--- src/rtl/heatmap_row_reader.sv ---
// heatmap_row_reader
// Read-side consumer of the colour RAM. Each step it releases the writer
// with a one-cycle comp_allow pulse, waits for done_write_sig, then reads
// every node colour and paints it as a BLOCK_W x BLOCK_H rectangle into the
// pixel buffer. Successive steps land on successive block-rows, producing a
// scrolling waterfall heat map.
// Optional feature macro: HEATMAP_GRIDLINES_EN (black grid on the first
// column and first line of every block).
module heatmap_row_reader #(
  parameter int N_NODES  = 64,
  parameter int BLOCK_W  = 10,
  parameter int BLOCK_H  = 4,
  parameter int N_ROWS   = 120,
  parameter int X_ORIGIN = 0,
  parameter int Y_ORIGIN = 0,
  parameter int RAM_LAT  = 2
) (
  input  logic       clk_50,
  input  logic       reset,
  input  logic       done_write_sig,
  output logic       comp_allow,
  output logic [7:0] read_addr,
  input  logic [7:0] read_data,
  output logic [9:0] pixel_x,
  output logic [9:0] pixel_y,
  output logic [7:0] pixel_color,
  output logic       pixel_we,
  input  logic       pixel_ack,
  output logic [7:0] row_index,
  output logic       busy
);

  localparam int SX_W = $clog2(BLOCK_W + 1);
  localparam int SY_W = $clog2(BLOCK_H + 1);
  localparam int WT_W = $clog2(RAM_LAT + 2);

  localparam logic [SX_W-1:0] SX_LAST   = SX_W'(BLOCK_W - 1);
  localparam logic [SY_W-1:0] SY_LAST   = SY_W'(BLOCK_H - 1);
  localparam logic [7:0]      NODE_LAST = 8'(N_NODES - 1);
  localparam logic [7:0]      ROW_LAST  = 8'(N_ROWS - 1);
  localparam logic [WT_W-1:0] WAIT_INIT = WT_W'(RAM_LAT);

`ifdef HEATMAP_GRIDLINES_EN
  localparam logic GRID_EN = 1'b1;
`else
  localparam logic GRID_EN = 1'b0;
`endif

  localparam logic [2:0] ST_ALLOW     = 3'd0;
  localparam logic [2:0] ST_WAIT_DONE = 3'd1;
  localparam logic [2:0] ST_RD_ADDR   = 3'd2;
  localparam logic [2:0] ST_RD_WAIT   = 3'd3;
  localparam logic [2:0] ST_PIX       = 3'd4;
  localparam logic [2:0] ST_NEXT      = 3'd5;
  localparam logic [2:0] ST_ROW_ADV   = 3'd6;

  logic [2:0]      state_r;
  logic [7:0]      node_r;
  logic [SX_W-1:0] sub_x_r;
  logic [SY_W-1:0] sub_y_r;
  logic [WT_W-1:0] wait_r;
  logic [7:0]      colour_r;
  logic            done_pending_r;

  logic [SX_W-1:0] nx_sub_x_s;
  logic [SY_W-1:0] nx_sub_y_s;
  logic            last_pix_s;

  // Screen x of a pixel inside the block of a given node.
  function automatic logic [9:0] calc_x(input logic [7:0] node, input logic [SX_W-1:0] sx);
    calc_x = 10'(X_ORIGIN) + 10'(node) * 10'(BLOCK_W) + 10'(sx);
  endfunction

  // Screen y of a pixel line inside the current block-row.
  function automatic logic [9:0] calc_y(input logic [7:0] row, input logic [SY_W-1:0] sy);
    calc_y = 10'(Y_ORIGIN) + 10'(row) * 10'(BLOCK_H) + 10'(sy);
  endfunction

  // Colour of a pixel: grid pixels go black only when the grid feature is built in.
  function automatic logic [7:0] pick_color(input logic [7:0] c, input logic on_grid);
    if (GRID_EN && on_grid) begin
      pick_color = 8'h00;
    end else begin
      pick_color = c;
    end
  endfunction

  // Raster successor of the current pixel within the block.
  always_comb begin
    last_pix_s = (sub_x_r == SX_LAST) && (sub_y_r == SY_LAST);
    if (sub_x_r == SX_LAST) begin
      nx_sub_x_s = '0;
      nx_sub_y_s = sub_y_r + SY_W'(1);
    end else begin
      nx_sub_x_s = sub_x_r + SX_W'(1);
      nx_sub_y_s = sub_y_r;
    end
  end

  // Step sequencer: writer release, RAM read, block painting and row advance.
  always_ff @(posedge clk_50) begin
    if (!reset) begin
      state_r        <= ST_ALLOW;
      node_r         <= 8'd0;
      sub_x_r        <= '0;
      sub_y_r        <= '0;
      wait_r         <= '0;
      colour_r       <= 8'h00;
      done_pending_r <= 1'b0;
      comp_allow     <= 1'b0;
      read_addr      <= 8'd0;
      pixel_x        <= 10'(X_ORIGIN);
      pixel_y        <= 10'(Y_ORIGIN);
      pixel_color    <= 8'h00;
      pixel_we       <= 1'b0;
      row_index      <= 8'd0;
      busy           <= 1'b1;
    end else begin
      comp_allow <= 1'b0;
      // The writer's done pulse may arrive at any time once it is released.
      if (done_write_sig && (state_r != ST_ALLOW)) begin
        done_pending_r <= 1'b1;
      end
      case (state_r)
        ST_ALLOW: begin
          comp_allow <= 1'b1;
          busy       <= 1'b0;
          state_r    <= ST_WAIT_DONE;
        end
        ST_WAIT_DONE: begin
          if (done_pending_r) begin
            done_pending_r <= 1'b0;
            node_r         <= 8'd0;
            busy           <= 1'b1;
            state_r        <= ST_RD_ADDR;
          end
        end
        ST_RD_ADDR: begin
          read_addr <= node_r;
          wait_r    <= WAIT_INIT;
          state_r   <= ST_RD_WAIT;
        end
        ST_RD_WAIT: begin
          if (wait_r == '0) begin
            colour_r    <= read_data;
            sub_x_r     <= '0;
            sub_y_r     <= '0;
            pixel_we    <= 1'b1;
            pixel_x     <= calc_x(node_r, '0);
            pixel_y     <= calc_y(row_index, '0);
            pixel_color <= pick_color(read_data, 1'b1);
            state_r     <= ST_PIX;
          end else begin
            wait_r <= wait_r - WT_W'(1);
          end
        end
        ST_PIX: begin
          if (pixel_ack) begin
            if (last_pix_s) begin
              pixel_we <= 1'b0;
              state_r  <= ST_NEXT;
            end else begin
              sub_x_r     <= nx_sub_x_s;
              sub_y_r     <= nx_sub_y_s;
              pixel_x     <= calc_x(node_r, nx_sub_x_s);
              pixel_y     <= calc_y(row_index, nx_sub_y_s);
              pixel_color <= pick_color(colour_r, (nx_sub_x_s == '0) || (nx_sub_y_s == '0));
            end
          end
        end
        ST_NEXT: begin
          if (node_r == NODE_LAST) begin
            state_r <= ST_ROW_ADV;
          end else begin
            node_r  <= node_r + 8'd1;
            state_r <= ST_RD_ADDR;
          end
        end
        ST_ROW_ADV: begin
          row_index <= (row_index == ROW_LAST) ? 8'd0 : row_index + 8'd1;
          state_r   <= ST_ALLOW;
        end
        default: begin
          pixel_we <= 1'b0;
          busy     <= 1'b1;
          state_r  <= ST_ALLOW;
        end
      endcase
    end
  end

endmodule
--- config.mk ---
export PLATFORM = sky130hd
export DESIGN_NAME = heatmap_row_reader
export DESIGN_NICKNAME = d
export VERILOG_FILES = /design/src/rtl/heatmap_row_reader.sv
export SDC_FILE = /design/constraint.sdc
export NUM_CORES = 1
export LEC_CHECK = 0
export ABC_AREA = 1
export CAP_MARGIN = 5
export CELL_PAD_IN_SITES_DETAIL_PLACEMENT = 0
export CELL_PAD_IN_SITES_GLOBAL_PLACEMENT = 1
export CORE_MARGIN = 2
export CORE_UTILIZATION = 35
export DETAILED_ROUTE_END_ITERATION = 16
export PLACE_DENSITY = 0.75
export SYNTH_ARGS = -nofsm -noshare
export SYNTH_HDL_FRONTEND = slang
export SYNTH_SLANG_ARGS = --single-unit
--- constraint.sdc ---
create_clock -name clk_50 -period 2.4 [get_ports clk_50]
set_input_delay 0.48 -clock clk_50 [delete_from_list [all_inputs] [get_ports clk_50]]
set_output_delay 0.48 -clock clk_50 [all_outputs]
set_load 0.02 [all_outputs]
# Word level (Yosys, flattened, before mapping)
# Index checks and enable logic that the tools add are counted.
# word_totals
word_cells,103
mem_bits_ro,0
latch_bits,0
mem_count,0
ram_bits,0
reg_bits,76
in_bits,12
output_inout_bits,47
# op_classes
n_mux,44
eq_ne,17
mul,1
bitwise,2
n_lt_le_gt_ge,0
shift,0
n_div,0
n_reduce_logical,17
n_addsub,7
# op_table
cell,count
10-bit 2-to-1 mux,6
8-bit 2-to-1 mux,6
10-bit case mux with 2 select lines,2
8-bit case mux with 2 select lines,2
3-bit 2-to-1 mux,9
3-bit case mux with 6 select lines,1
8-bit by 1-bit adder with 8-bit output (second input constant),2
4-bit 2-to-1 mux,4
2-bit inequality test (second input constant),7
4-bit AND reduction,3
10-bit by 3-bit adder with 10-bit output,1
10-bit by 4-bit adder with 10-bit output,1
5-bit OR reduction,2
3-bit by 2-bit equality test with 1-bit output (second input constant),3
3-bit equality test (second input constant),3
8-bit by 3-bit multiplier with 9-bit output (second input constant),1
8-bit by 6-bit equality test with 1-bit output (second input constant),1
8-bit by 7-bit equality test with 1-bit output (second input constant),1
1-bit 2-to-1 mux,8
4-bit case mux with 2 select lines,1
1-bit case mux with 3 select lines,2
3-bit case mux with 2 select lines,1
2-bit AND reduction,3
2-bit nonzero test,3
other kinds (13),15

# Depth between registers and ports, before layout
# Gate-level depths: netlist of run 1.
# logic_depth
depth_word,6
ltp_mapped,18
depth_no_buf,18

# Worst setup path before layout of run 1
# OpenSTA, ideal clock, no wires.
# synth_timing
kind,reg2reg
start,register sub_x_r[1]
end,register pixel_x[9]
setup_ps,115
setup_slack_ps,66
t_required_ps,2285
arrival_ps,2219
stages_incl_launch_ff,19
path_buffers,0
synth_period_minus_slack_ps,2334
path_cell_list,dfxtp_1 -> inv_1 -> ha_1 -> nand3_1 -> inv_1 -> nor2_1 -> ha_1 -> inv_1 -> fa_1 -> inv_1 -> nand2_1 -> nand2_1 -> nand3_1 -> nor2_1 -> nand3_1 -> nand2_1 -> nand2_1 -> nor2_1 -> nor2_1
# synth_between
elab_chain_cells,6
elab_cells_between_ends,10
cone_classes,add/sub: 2; eq/ne: 2; mux: 4; reduce/logical: 2
# synth_rtl
element,line,text
from (decl),59,logic [SX_W-1:0] sub_x_r;
from (signal assigned),163,sub_x_r <= nx_sub_x_s;
4-bit by 1-bit adder with 4-bit output / 4-bit equality test (equally long branches),"95, 90, 91",
4-bit 2-to-1 mux,91,if (sub_x_r == SX_LAST) begin
10-bit by 4-bit adder with 10-bit output,71,calc_x = 10'(X_ORIGIN) + 10'(node) * 10'(BLOCK_W) + 10'(sx);
10-bit 2-to-1 mux,159,if (last_pix_s) begin
10-bit 2-to-1 mux,158,if (pixel_ack) begin
10-bit case mux with 2 select lines,124,case (state_r)
to (signal assigned),112,pixel_x <= 10'(X_ORIGIN);
to (signal assigned),149,"pixel_x <= calc_x(node_r, '0);"
to (signal assigned),165,"pixel_x <= calc_x(node_r, nx_sub_x_s);"
to (decl),24,"output logic [9:0] pixel_x,"
# Several ways; a longest one is shown, not always the timed one. The select of a mux whose other input is x is not followed.
# A chain may end at the register's enable or synchronous reset.

# Final worst setup path of run 1
# Same ends and word-level chain as after synthesis.

==> summary.txt, run 1 <==
STA
  – Setup repair after global routing missed its margin: no
  – Time the final worst path needs with I/O delays and setup: 2.25 ns
  – Number of max-slew violations in the final report: 0
  – Setup violators final: 0
  – Transition time at the pin with the least slew margin: 0.580 ns
  – Final setup TNS: 0 ns
  – Maximum clock skew at final layout: 0.00831 ns
  – Final hold viol count: 0
  – Fmax: 445 MHz
  – Period utilisation layout: 93.7%
  – Max-slew headroom at the worst pin: 60.9%
  – WHS: between 0.4 and 0.5 ns

Synthesis
  – Share of the synthesized area in the top cell type: 38.3%
  – Cell types occupying the most area after synthesis: sky130_fd_sc_hd__dfxtp_1 (38%), sky130_fd_sc_hd__nand2_1 (8.4%), sky130_fd_sc_hd__ha_1 (7.5%), sky130_fd_sc_hd__nor2_1 (7.5%), sky130_fd_sc_hd__o21ai_0 (7.0%)
  – Post-Syn Nets: around 570
  – Portion of the post-synthesis area used by sequential elements: between 30% and 40%
  – Cells after synthesis: 536
  – Most common library cells after synthesis: sky130_fd_sc_hd__nand2_1 (85), sky130_fd_sc_hd__nor2_1 (76), sky130_fd_sc_hd__dfxtp_1 (73)
  – Summed instance area of the synthesized netlist: 3810 um^2
  – Flip-flop and latch count after synthesis: 73
  – Commonest register cell after synthesis: sky130_fd_sc_hd__dfxtp_1
  – Most instantiated library cell after synthesis: sky130_fd_sc_hd__nand2_1
  – Syn_area_per_cell: 7.12 um^2
  – Count of different cell masters after synthesis: 30
  – Share of flip-flops with an asynchronous set or reset after synthesis: 0%
  – Warnings from Yosys: 0
  – Number of flops mapped to enable cells by yosys: 0
  – Library cell occupying the most area in the post-synthesis netlist: sky130_fd_sc_hd__dfxtp_1

CTS
  – H-tree level count: 3
  – Clock Latency Late Sink: 0.35 ns
  – Root buffer selected by CTS: sky130_fd_sc_hd__clkbuf_8
  – Clock tree from TritonCTS: done
  – Clock buffer count from CTS: 9
  – Cts hold-fix bufs: 0
  – Maximum number of buffers from clock root to sink: 2
  – Register clock-pin slew on the reported worst setup and hold paths: 0.08 ns
  – Sinks on Clock Net: 73

Final layout
  – Final standard cell utilization of the core: 45.2%
  – Final non-filler cell area: just under 5000 um^2
  – Antenna diodes: 0
  – Area grow syn2layout: 27.4%
  – Fraction of final layout cells with drive strength greater than 1: between 8 and 9%
  – Final layout net count: 639

Outcome
  – Status: finished clean

Pwr
  – Leakage Power: 2.06 nW
  – Part of the total power dissipated in combinational logic: 41.4%
  – Total power: 0.00475 W
  – Internal power summed over all cells: 0.00290 W
  – Peak VDD IR: roughly 500 uV
  – Clock network power share: 22.7%
  – Switching Fraction: 38.9%
  – Switching power total: 0.00185 W
  – Power Density: 978 nW/um^2
  – Sequential cell fraction of total power: 35.9%

Worst setup path
  – Type of element capturing the critical path: register
  – Worst Setup Path Type: register to register
  – Origin of the critical flop-to-flop path: sub_x_r[1]
  – Worst-case reg-to-reg path depth: 18
  – Worst R2R End: pixel_x[9]
  – Worst-path fanout max: 3
  – Minimum setup slack among reg-to-reg paths: 0.15 ns
  – Element type at the critical path start: register
  – Data arrival time of the critical path: between 2 and 3 ns
  – CP Data Required Time: 2.65 ns

Floorplanning
  – Core Area: 10700 um^2
  – Die footprint: about 12000 um^2
  – Initial core utilization: between 30% and 40%
  – Number of top-level design ports: 59
  – Height of the die: 108 um
  – Die boundary width: 108 um
  – Core Rows: 38

Drt
  – Vias per cell: 4.74
  – Drt first pass iters: 5
  – Detailed Route WL: 9250 um
  – Drt first-iter violations: 225
  – Number of nets with antenna violations after routing: 0
  – DRC Markers: 0
  – Total via count in the routed design: ~3500
  – Routed len/inst: 12.4 um

Place
  – Placed cell areas: about 4600 um^2
  – Port Buffers: between 50 and 60
  – HPWL Detailed: between 6000 and 7000 um
  – Gp weighted congestion: 0.846

GRT
  – Total track usage: 16.8%
  – Vias in the first global route: 3315
  – Number of antenna violations at the first check in global routing: 0
  – Maximum number of pins on one net before global-route repair: 24
  – Wire length of the first global-routing pass: approximately 16000 um
  – Total congestion overflow: 0

Min path
  – Worst hold path startpoint: colour_r[0]
  – Kind of path behind the tightest hold check: register to register
  – Hold Path Cell Cnt: 2
  – Endpoint of the worst hold path: colour_r[0]

Flow run
  – Max-cap violation count: 0
==> power by group through the flow <==
stage	sequential (W)	clock, W	combinational (W)
after floorplan	0.00196	0	0.000963
after global placement	0.00173	0	0.00194
after detailed placement	0.00173	0	0.00195
after CTS	0.00171	0.00111	0.00196
after global routing	0.00175	0.00116	0.00221
final	0.00170	0.00108	0.00197
==> state kept, by name, summed over array words and instances, names as in the netlist, 2 cells and up <==
name,flops
state_r,3
sub_x_r,3
row_index,8
colour_r,8
read_addr,8
pixel_x,10
node_r,8
pixel_color,8
pixel_y,10
wait_r,2
==> per-layer routing <==
metal  vias up  global-route usage (%)  wire [um]
met3        11                    3.62        467
met1      1565                    24.6       4840
met2        78                    24.8       3820
met5         -                       0          0
met4         0                    4.67        116
li1       1884                       -          -
==> how the worst max path moves through the flow <==
stage	endpoint	startpoint	slack [ns]	cells after the start
6_report	pixel_x[9]	sub_x_r[1]	0.15	18
2_1_floorplan	pixel_x[9]	sub_x_r[1]	0.07	18
3_5_place_dp	pixel_x[9]	sub_x_r[1]	0.01	18
4_1_cts	pixel_x[9]	sub_x_r[1]	0.02	18
3_3_place_gp	pixel_x[9]	sub_x_r[1]	0.08	18
5_1_grt	pixel_x[9]	sub_x_r[1]	0.01	18
==> placed cells by master (no fill, tap or decap), types with 3 or more instances in the layout <==
master                             n
sky130_fd_sc_hd__nand2_1          85
sky130_fd_sc_hd__nand4_1           9
sky130_fd_sc_hd__nand3_1          27
sky130_fd_sc_hd__clkbuf_8          9
sky130_fd_sc_hd__nor2_1           74
sky130_fd_sc_hd__nor2_4            3
sky130_fd_sc_hd__o21ai_1          14
sky130_fd_sc_hd__clkdlybuf4s50_1  58
sky130_fd_sc_hd__dfxtp_1          72
sky130_fd_sc_hd__xor2_1           12
sky130_fd_sc_hd__inv_2             4
sky130_fd_sc_hd__inv_1            63
sky130_fd_sc_hd__o21ai_0          52
sky130_fd_sc_hd__ha_1             22
sky130_fd_sc_hd__nor3_1            9
sky130_fd_sc_hd__a21oi_1          49
sky130_fd_sc_hd__buf_4            16
==> logic make-up (layout without fill, tap and decap cells) <==
logic type / after synthesis / after routing / synth area share (%)
buf+inv: 88 / 159 / 9.38
flops: 73 / 73 / 38.3
xor+xnor: 14 / 14 / 3.22
fa+ha+maj: 25 / 25 / 8.60
simple gates: 215 / 215 / 23.7
compound gates: 121 / 121 / 16.8
==> repair_timing <==
item | CTS | global route
setup endpoints to repair | 1 | 4
buffers inserted | 0 | 0
gates resized for setup | 1 | 10
pin swaps | 0 | 2
==> worst max-delay path, cell delays in order (launching register included) <==
cell and delay [ns]:
sky130_fd_sc_hd__dfxtp_2 0.33, sky130_fd_sc_hd__inv_1 0.04, sky130_fd_sc_hd__ha_1 0.16, sky130_fd_sc_hd__nand3_1 0.11, sky130_fd_sc_hd__inv_2 0.07, sky130_fd_sc_hd__nor2_4 0.12
sky130_fd_sc_hd__ha_2 0.18, sky130_fd_sc_hd__inv_1 0.05, sky130_fd_sc_hd__fa_2 0.34, sky130_fd_sc_hd__inv_1 0.06, sky130_fd_sc_hd__nand2_1 0.05, sky130_fd_sc_hd__nand2_1 0.08
sky130_fd_sc_hd__nand3_2 0.11, sky130_fd_sc_hd__nor2_4 0.14, sky130_fd_sc_hd__nand3_2 0.08, sky130_fd_sc_hd__nand2_1 0.06, sky130_fd_sc_hd__nand2_1 0.04, sky130_fd_sc_hd__nor2_1 0.08
sky130_fd_sc_hd__nor2_1 0.04
==> final cells by class <==
type,instances,area (um^2)
repair buffers,75,721
multi-input cells,375,2020
inverters,68,255
clock buffers,9,124
flip-flops and latches,73,1460
fillers,1093,5890
well taps,140,175
clock inverters,7,95.1
==> stage by stage <==
step                      cells  worst slack [ns]
after floorplan             536            0.0664
after global placement      731            0.0837
after detailed placement    731            0.0145
after CTS                   747            0.0228
after global routing        747            0.0136
final                       747             0.151
(Power assumes the default switching activity.)
==> inputs of run 2 (changes only) <==
- PLACE_DENSITY: 0.75 -> default
- PLACE_DENSITY_LB_ADDON: default -> 0.1
==> run 2 against run 1 <==
Final cell count fell by 0.13%. First-iteration DRC count down 12%. Clock-buffer cell count up 2. Critical path depth unchanged. Critical path type unchanged. Largest cell class unchanged.
==> summary.txt, run 2 (synthesized netlist as in run 1, its figures left out) <==
Outcome
  – Status: finished clean

Pwr
  – Leakage Power: 2.05 nW (-0.51%)
  – Power Density: 978 nW/um^2 (about the same)
  – Total power: 0.00472 W (-0.68%)
  – Peak VDD IR: 357 uV (-28%)

Drt
  – DRC Markers: 0 (unchanged)
  – Detailed Route WL: 9420 um (+1.9%)
  – Number of nets with antenna violations after routing: 0 (unchanged)
  – Total via count in the routed design: 3578 (+1.1%)
  – Drt first pass iters: 5 (unchanged)
  – Routed len/inst: 12.6 um (+2.1%)
  – Vias per cell: 4.80 (+1.3%)
  – Drt first-iter violations: 198 (-12%)

Floorplanning
  – Die boundary width: 108 um (unchanged)
  – Core Rows: 38 (unchanged)
  – Initial core utilization: 35.5% (unchanged)
  – Core Area: 10700 um^2 (unchanged)
  – Number of top-level design ports: 59 (unchanged)
  – Height of the die: 108 um (unchanged)
  – Die footprint: 11700 um^2 (unchanged)

STA
  – Worst setup slack after layout: 0.170 ns (+0.0194 ns)
  – Transition time at the pin with the least slew margin: 0.512 ns (-0.0680 ns)
  – Max-slew headroom at the worst pin: 65.5% (+4.6 points)
  – Final hold viol count: 0 (unchanged)
  – Number of max-slew violations in the final report: 0 (unchanged)
  – Setup violators final: 0 (unchanged)
  – Setup repair after global routing missed its margin: no
  – Final setup TNS: 0 ns (unchanged)
  – Maximum clock skew at final layout: 0.00843 ns (+0.000113 ns)
  – Period utilisation layout: 92.9% (-0.81 points)
  – Time the final worst path needs with I/O delays and setup: 2.23 ns (-0.0194 ns)
  – Fmax: 448 MHz (+0.87%)

CTS
  – Clock tree from TritonCTS: done
  – Maximum number of buffers from clock root to sink: 2 (unchanged)
  – Clock Latency Late Sink: 0.35 ns (about the same)
  – Clock buffer count from CTS: 9 (unchanged)
  – H-tree level count: 3 (unchanged)
  – Sinks on Clock Net: 73 (unchanged)
  – Cts hold-fix bufs: 0 (unchanged)
  – Root buffer selected by CTS: sky130_fd_sc_hd__clkbuf_8
  – Register clock-pin slew on the reported worst setup and hold paths: 0.08 ns (about the same)

GRT
  – Vias in the first global route: 3402 (+2.6%)
  – Number of antenna violations at the first check in global routing: 0 (unchanged)
  – Maximum number of pins on one net before global-route repair: 30 (+25%)
  – Total track usage: 17.5% (+0.72 points)
  – Total congestion overflow: 0 (unchanged)
  – Wire length of the first global-routing pass: 16300 um (+3.1%)

Worst setup path
  – Worst-path fanout max: 3 (unchanged)
  – CP Data Required Time: 2.65 ns (about the same)
  – Data arrival time of the critical path: 2.48 ns (-0.02 ns)
  – Element type at the critical path start: register
  – Worst Setup Path Type: register to register
  – Type of element capturing the critical path: register

Final layout
  – Multi-input gate area: 2020 um^2 (-0.25%)
  – Storage cell area: 1460 um^2 (about the same)
  – Leading cell types in the layout, fill and taps excluded: sky130_fd_sc_hd__nand2_1 (85), sky130_fd_sc_hd__nor2_1 (74), sky130_fd_sc_hd__dfxtp_1 (71)
  – Top Registers: pixel_x (10), pixel_y (10)
  – Fraction of final layout cells with drive strength greater than 1: 8.09% (-0.32 points)
  – Most common cell after layout, fill and taps aside: sky130_fd_sc_hd__nand2_1
  – Area grow syn2layout: 26.5%
  – Filler cell count in the final layout: 1120 (+2.5%)
  – Final layout net count: 638 (-0.16%)
  – Antenna diodes: 0 (unchanged)

Min path
  – Kind of path behind the tightest hold check: register to register

Place
  – Gp weighted congestion: 0.884 (+4.5%)
  – Port Buffers: 58 (unchanged)
  – HPWL Detailed: 6870 um (+0.69%)
  – Setup slack at placement: 0.0150 ns (+0.000542 ns)

Flow run
  – Max-cap violation count: 0 (unchanged)
## run 2: layout make-up
type	instances	area share [%]
Clock buffer	11	2.72
Tap cell	140	3.63
Clock inverter	5	1.63
Multi-Input combinational cell	375	41.9
Timing Repair Buffer	74	14.5
Inverter	68	5.29
Sequential cell	73	30.3
## run 2: power by group
group / switching (W) / internal [W]
Sequential: 0.000195 / 0.00151
Combinational: 0.00116 / 0.000781
Clock: 0.000483 / 0.000587
Total: 0.00184 / 0.00288
## run 2: final timing paths
| kind | start | endpoint | slack (ns) | cells after the start |
|---|---|---|---|---|
| worst max-delay path | sub_x_r[1] | pixel_x[9] | 0.17 | 18 |
| worst min-delay path | colour_r[1] | colour_r[1] | 0.45 | 2 |
| worst max register to register | sub_x_r[1] | pixel_x[9] | 0.17 | 18 |
| worst min register to register | colour_r[1] | colour_r[1] | 0.45 | 2 |
## run 2: stage by stage
stage          hold slack [ns]  utilization (%)  instances  area (um^2)
3_5_place_dp             0.441             42.6        729         4580
5_1_grt                  0.473             44.9        746         4820
3_3_place_gp             0.434             42.6        729         4580
2_1_floorplan            0.425                -        536         3810
4_1_cts                  0.453             44.6        745         4790
6_report                 0.451             44.9        746         4820
## run 2: routing by layer
metal | routed length, um | global-route usage (%)
met1 | 4880 | 25.4
met2 | 4050 | 25.3
met3 | 366 | 4.40
met4 | 135 | 5.77
met5 | 0 | 0
## run 2: what timing repair did
action / in CTS / in global routing
setup endpoints to repair: 0 / 3
resized for setup: 0 / 10
setup buffers: 0 / 1
## run 2: worst max-delay path: stages (launching register included)
cell	delay, ns
sky130_fd_sc_hd__dfxtp_2	0.33
sky130_fd_sc_hd__inv_1	0.04
sky130_fd_sc_hd__ha_1	0.16
sky130_fd_sc_hd__nand3_1	0.11
sky130_fd_sc_hd__inv_2	0.06
sky130_fd_sc_hd__nor2_2	0.12
sky130_fd_sc_hd__ha_2	0.18
sky130_fd_sc_hd__inv_1	0.05
sky130_fd_sc_hd__fa_2	0.34
sky130_fd_sc_hd__inv_1	0.06
sky130_fd_sc_hd__nand2_1	0.04
sky130_fd_sc_hd__nand2_1	0.07
sky130_fd_sc_hd__nand3_2	0.10
sky130_fd_sc_hd__nor2_4	0.14
sky130_fd_sc_hd__nand3_2	0.08
sky130_fd_sc_hd__nand2_1	0.06
sky130_fd_sc_hd__nand2_1	0.04
sky130_fd_sc_hd__nor2_1	0.08
sky130_fd_sc_hd__nor2_1	0.04
==> inputs of run 3 (changes only) <==
- CORE_UTILIZATION: 35 -> 39
- PLACE_DENSITY_LB_ADDON: 0.1 -> 0.25
- clock period: 2.4 -> 2.1 ns (I/O delays scaled with it)
==> run 3 against run 2 <==
Largest power group unchanged. Clock skew grew 0.0036 ns. Non-clock buffer count grew 19. Sequential share of layout area shrank 1.5 points. Highest routed layer unchanged. Hold slack lost 0.0024 ns. Sequential power grew 13%. Critical path depth is the same. Critical path type unchanged.
==> summary.txt, run 3 (synthesized netlist as in run 1, its figures left out) <==
Worst setup path
  – Worst Setup Path Type: register to register
  – Element type at the critical path start: register
  – Worst-case reg-to-reg path depth: 18 (unchanged)
  – Data arrival time of the critical path: 2.36 ns (-0.12 ns)
  – Minimum setup slack among reg-to-reg paths: 0.0002 ns (-0.17 ns)
  – Launching element of the worst setup path: sub_x_r[1]
  – Origin of the critical flop-to-flop path: sub_x_r[1]
  – Critical path capture point: pixel_x[9]
  – CP Data Required Time: 2.36 ns (-0.29 ns)
  – Type of element capturing the critical path: register
  – Worst R2R End: pixel_x[9]
  – Worst-path fanout max: 2 (-1)

CTS
  – Clock buffer count from CTS: 9 (unchanged)
  – Root buffer selected by CTS: sky130_fd_sc_hd__clkbuf_8
  – Register clock-pin slew on the reported worst setup and hold paths: 0.08 ns (about the same)
  – Sinks on Clock Net: 73 (unchanged)
  – H-tree level count: 3 (unchanged)
  – Maximum number of buffers from clock root to sink: 2 (unchanged)
  – Clock Latency Late Sink: 0.36 ns (about the same)
  – Clock tree from TritonCTS: done

Final layout
  – Filler cell count in the final layout: 972 (-13%)
  – Final non-filler cell area: 5070 um^2 (+5.2%)
  – Antenna diodes: 0 (unchanged)
  – Fraction of final layout cells with drive strength greater than 1: 14.4% (+6.3 points)
  – Top Registers: pixel_x (10), pixel_y (10)
  – Area grow syn2layout: 33.0%
  – Most common cell after layout, fill and taps aside: sky130_fd_sc_hd__nand2_1
  – Final layout net count: 657 (+3.0%)
  – Leading cell types in the layout, fill and taps excluded: sky130_fd_sc_hd__nand2_1 (82), sky130_fd_sc_hd__dfxtp_1 (71), sky130_fd_sc_hd__nor2_1 (70)

Place
  – Placed cell areas: 4740 um^2 (+3.6%)
  – Gp weighted congestion: 0.872 (-1.4%)
  – HPWL Detailed: 6870 um (about the same)
  – Setup slack at placement: -0.0793 ns (-0.0943 ns)
  – Port Buffers: 58 (unchanged)

Drt
  – Detailed Route WL: 9440 um (+0.18%)
  – Number of nets with antenna violations after routing: 0 (unchanged)
  – Vias per cell: 4.75 (-1.0%)
  – Routed len/inst: 12.5 um (-1.4%)
  – DRC Markers: 0 (unchanged)
  – Drt first-iter violations: 125 (-37%)
  – Total via count in the routed design: 3598 (+0.56%)
  – Drt first pass iters: 4 (-1)

GRT
  – Number of antenna violations at the first check in global routing: 0 (unchanged)
  – Total congestion overflow: 0 (unchanged)
  – Maximum number of pins on one net before global-route repair: 33 (+10%)
  – Total track usage: 18.9% (+1.4 points)
  – Vias in the first global route: 3363 (-1.1%)
  – Wire length of the first global-routing pass: 15900 um (-2.4%)

STA
  – Setup repair after global routing missed its margin: yes
  – Final hold viol count: 0 (unchanged)
  – Fmax: 476 MHz (+6.2%)
  – Period utilisation layout: 100% (+7.1 points)
  – Setup violators final: 0 (unchanged)
  – Time the final worst path needs with I/O delays and setup: 2.10 ns (-0.130 ns)
  – Max-slew headroom at the worst pin: 65.6% (about the same)
  – Worst setup slack after layout: 0.000155 ns (-0.170 ns)
  – Number of max-slew violations in the final report: 0 (unchanged)
  – Maximum clock skew at final layout: 0.0120 ns (+0.00358 ns)
  – Transition time at the pin with the least slew margin: 0.511 ns (-0.000787 ns)

Min path
  – Kind of path behind the tightest hold check: register to register
  – Hold Path Cell Cnt: 2 (unchanged)

Floorplanning
  – Height of the die: 103 um (-5.1%)
  – Die boundary width: 103 um (-5.1%)
  – Core Area: 9640 um^2 (-10%)
  – Die footprint: 10600 um^2 (-9.9%)
  – Core Rows: 36 (-5.3%)
  – Initial core utilization: 39.6% (+4.1 points)
  – Number of top-level design ports: 59 (unchanged)

Flow run
  – Max-cap violation count: 0 (unchanged)

Pwr
  – Leakage Power: 2.15 nW (+4.5%)
  – Power Density: 1090 nW/um^2 (+11%)
  – Peak VDD IR: 690 uV (+93%)

Outcome
  – Status: finished clean
## run 3: worst min-delay path by stage
stage	startpoint	slack, ns	to
4_1_cts	colour_r[7]	0.45	colour_r[7]
6_report	colour_r[1]	0.45	colour_r[1]
3_3_place_gp	colour_r[1]	0.43	colour_r[1]
2_1_floorplan	colour_r[0]	0.42	colour_r[0]
5_1_grt	colour_r[0]	0.48	colour_r[0]
3_5_place_dp	colour_r[7]	0.44	colour_r[7]
## run 3: worst max-delay path, cell delays in order (launching register included)
cell and delay, ns:
sky130_fd_sc_hd__dfxtp_2 0.34, sky130_fd_sc_hd__inv_2 0.04, sky130_fd_sc_hd__ha_4 0.16, sky130_fd_sc_hd__nand3_4 0.07, sky130_fd_sc_hd__inv_4 0.04, sky130_fd_sc_hd__nor2_4 0.12, sky130_fd_sc_hd__ha_4 0.14, sky130_fd_sc_hd__inv_2 0.03
sky130_fd_sc_hd__fa_2 0.34, sky130_fd_sc_hd__inv_2 0.05, sky130_fd_sc_hd__nand2_1 0.04, sky130_fd_sc_hd__nand2_1 0.07, sky130_fd_sc_hd__nand3_2 0.10, sky130_fd_sc_hd__nor2_4 0.14, sky130_fd_sc_hd__nand3_2 0.08, sky130_fd_sc_hd__nand2_1 0.06
sky130_fd_sc_hd__nand2_1 0.04, sky130_fd_sc_hd__nor2_1 0.09, sky130_fd_sc_hd__nor2_1 0.04
## run 3: routing by layer
metal / part of all wire, % / GRT usage (%) / wire length [um] / vias up
met5: 0 / 0 / 0 / -
met4: 1.4 / 6.58 / 129 / 0
met3: 3.0 / 3.19 / 280 / 10
met2: 45 / 29.1 / 4230 / 55
met1: 51 / 26.9 / 4800 / 1613
li1: - / - / - / 1920
## run 3: cell type report
| cell class | instances | area (um^2) | area share [%] |
|---|---|---|---|
| clock buffer | 10 | 138 | 2.71 |
| clock inverter | 6 | 67.6 | 1.33 |
| inverter | 68 | 258 | 5.08 |
| multi-input combinational | 375 | 2120 | 41.8 |
| sequential | 73 | 1460 | 28.9 |
| tap | 133 | 166 | 3.28 |
| timing repair buffer | 93 | 860 | 16.9 |
## run 3: metrics by stage
stage	TNS, ns	hold WS (ns)	instances	utilization, %	power, W
4_1_cts	-0.0471	0.452	756	51.6	0.00552
6_report	0	0.448	758	52.6	0.00551
5_1_grt	-0.354	0.481	758	52.6	0.00595
3_3_place_gp	-0.000567	0.432	739	49.2	0.00426
3_5_place_dp	-0.122	0.439	739	49.2	0.00429
2_1_floorplan	-0.0217	0.425	536	-	0.00337
## run 3: where the power goes
group / internal (W) / total, W / switching [W]
Combinational: 0.00102 / 0.00243 / 0.00141
Clock: 0.000583 / 0.00116 / 0.000572
Sequential: 0.00173 / 0.00193 / 0.000202
## run 3: timing repair
item | 4_1_cts | 5_1_grt
resized for setup | 7 | 21
endpoints found under the setup margin | 4 | 11
hold endpoints to repair | 0 | 0
pin swaps | 7 | 16
hold buffers | 0 | 0
setup buffers | 1 | 2
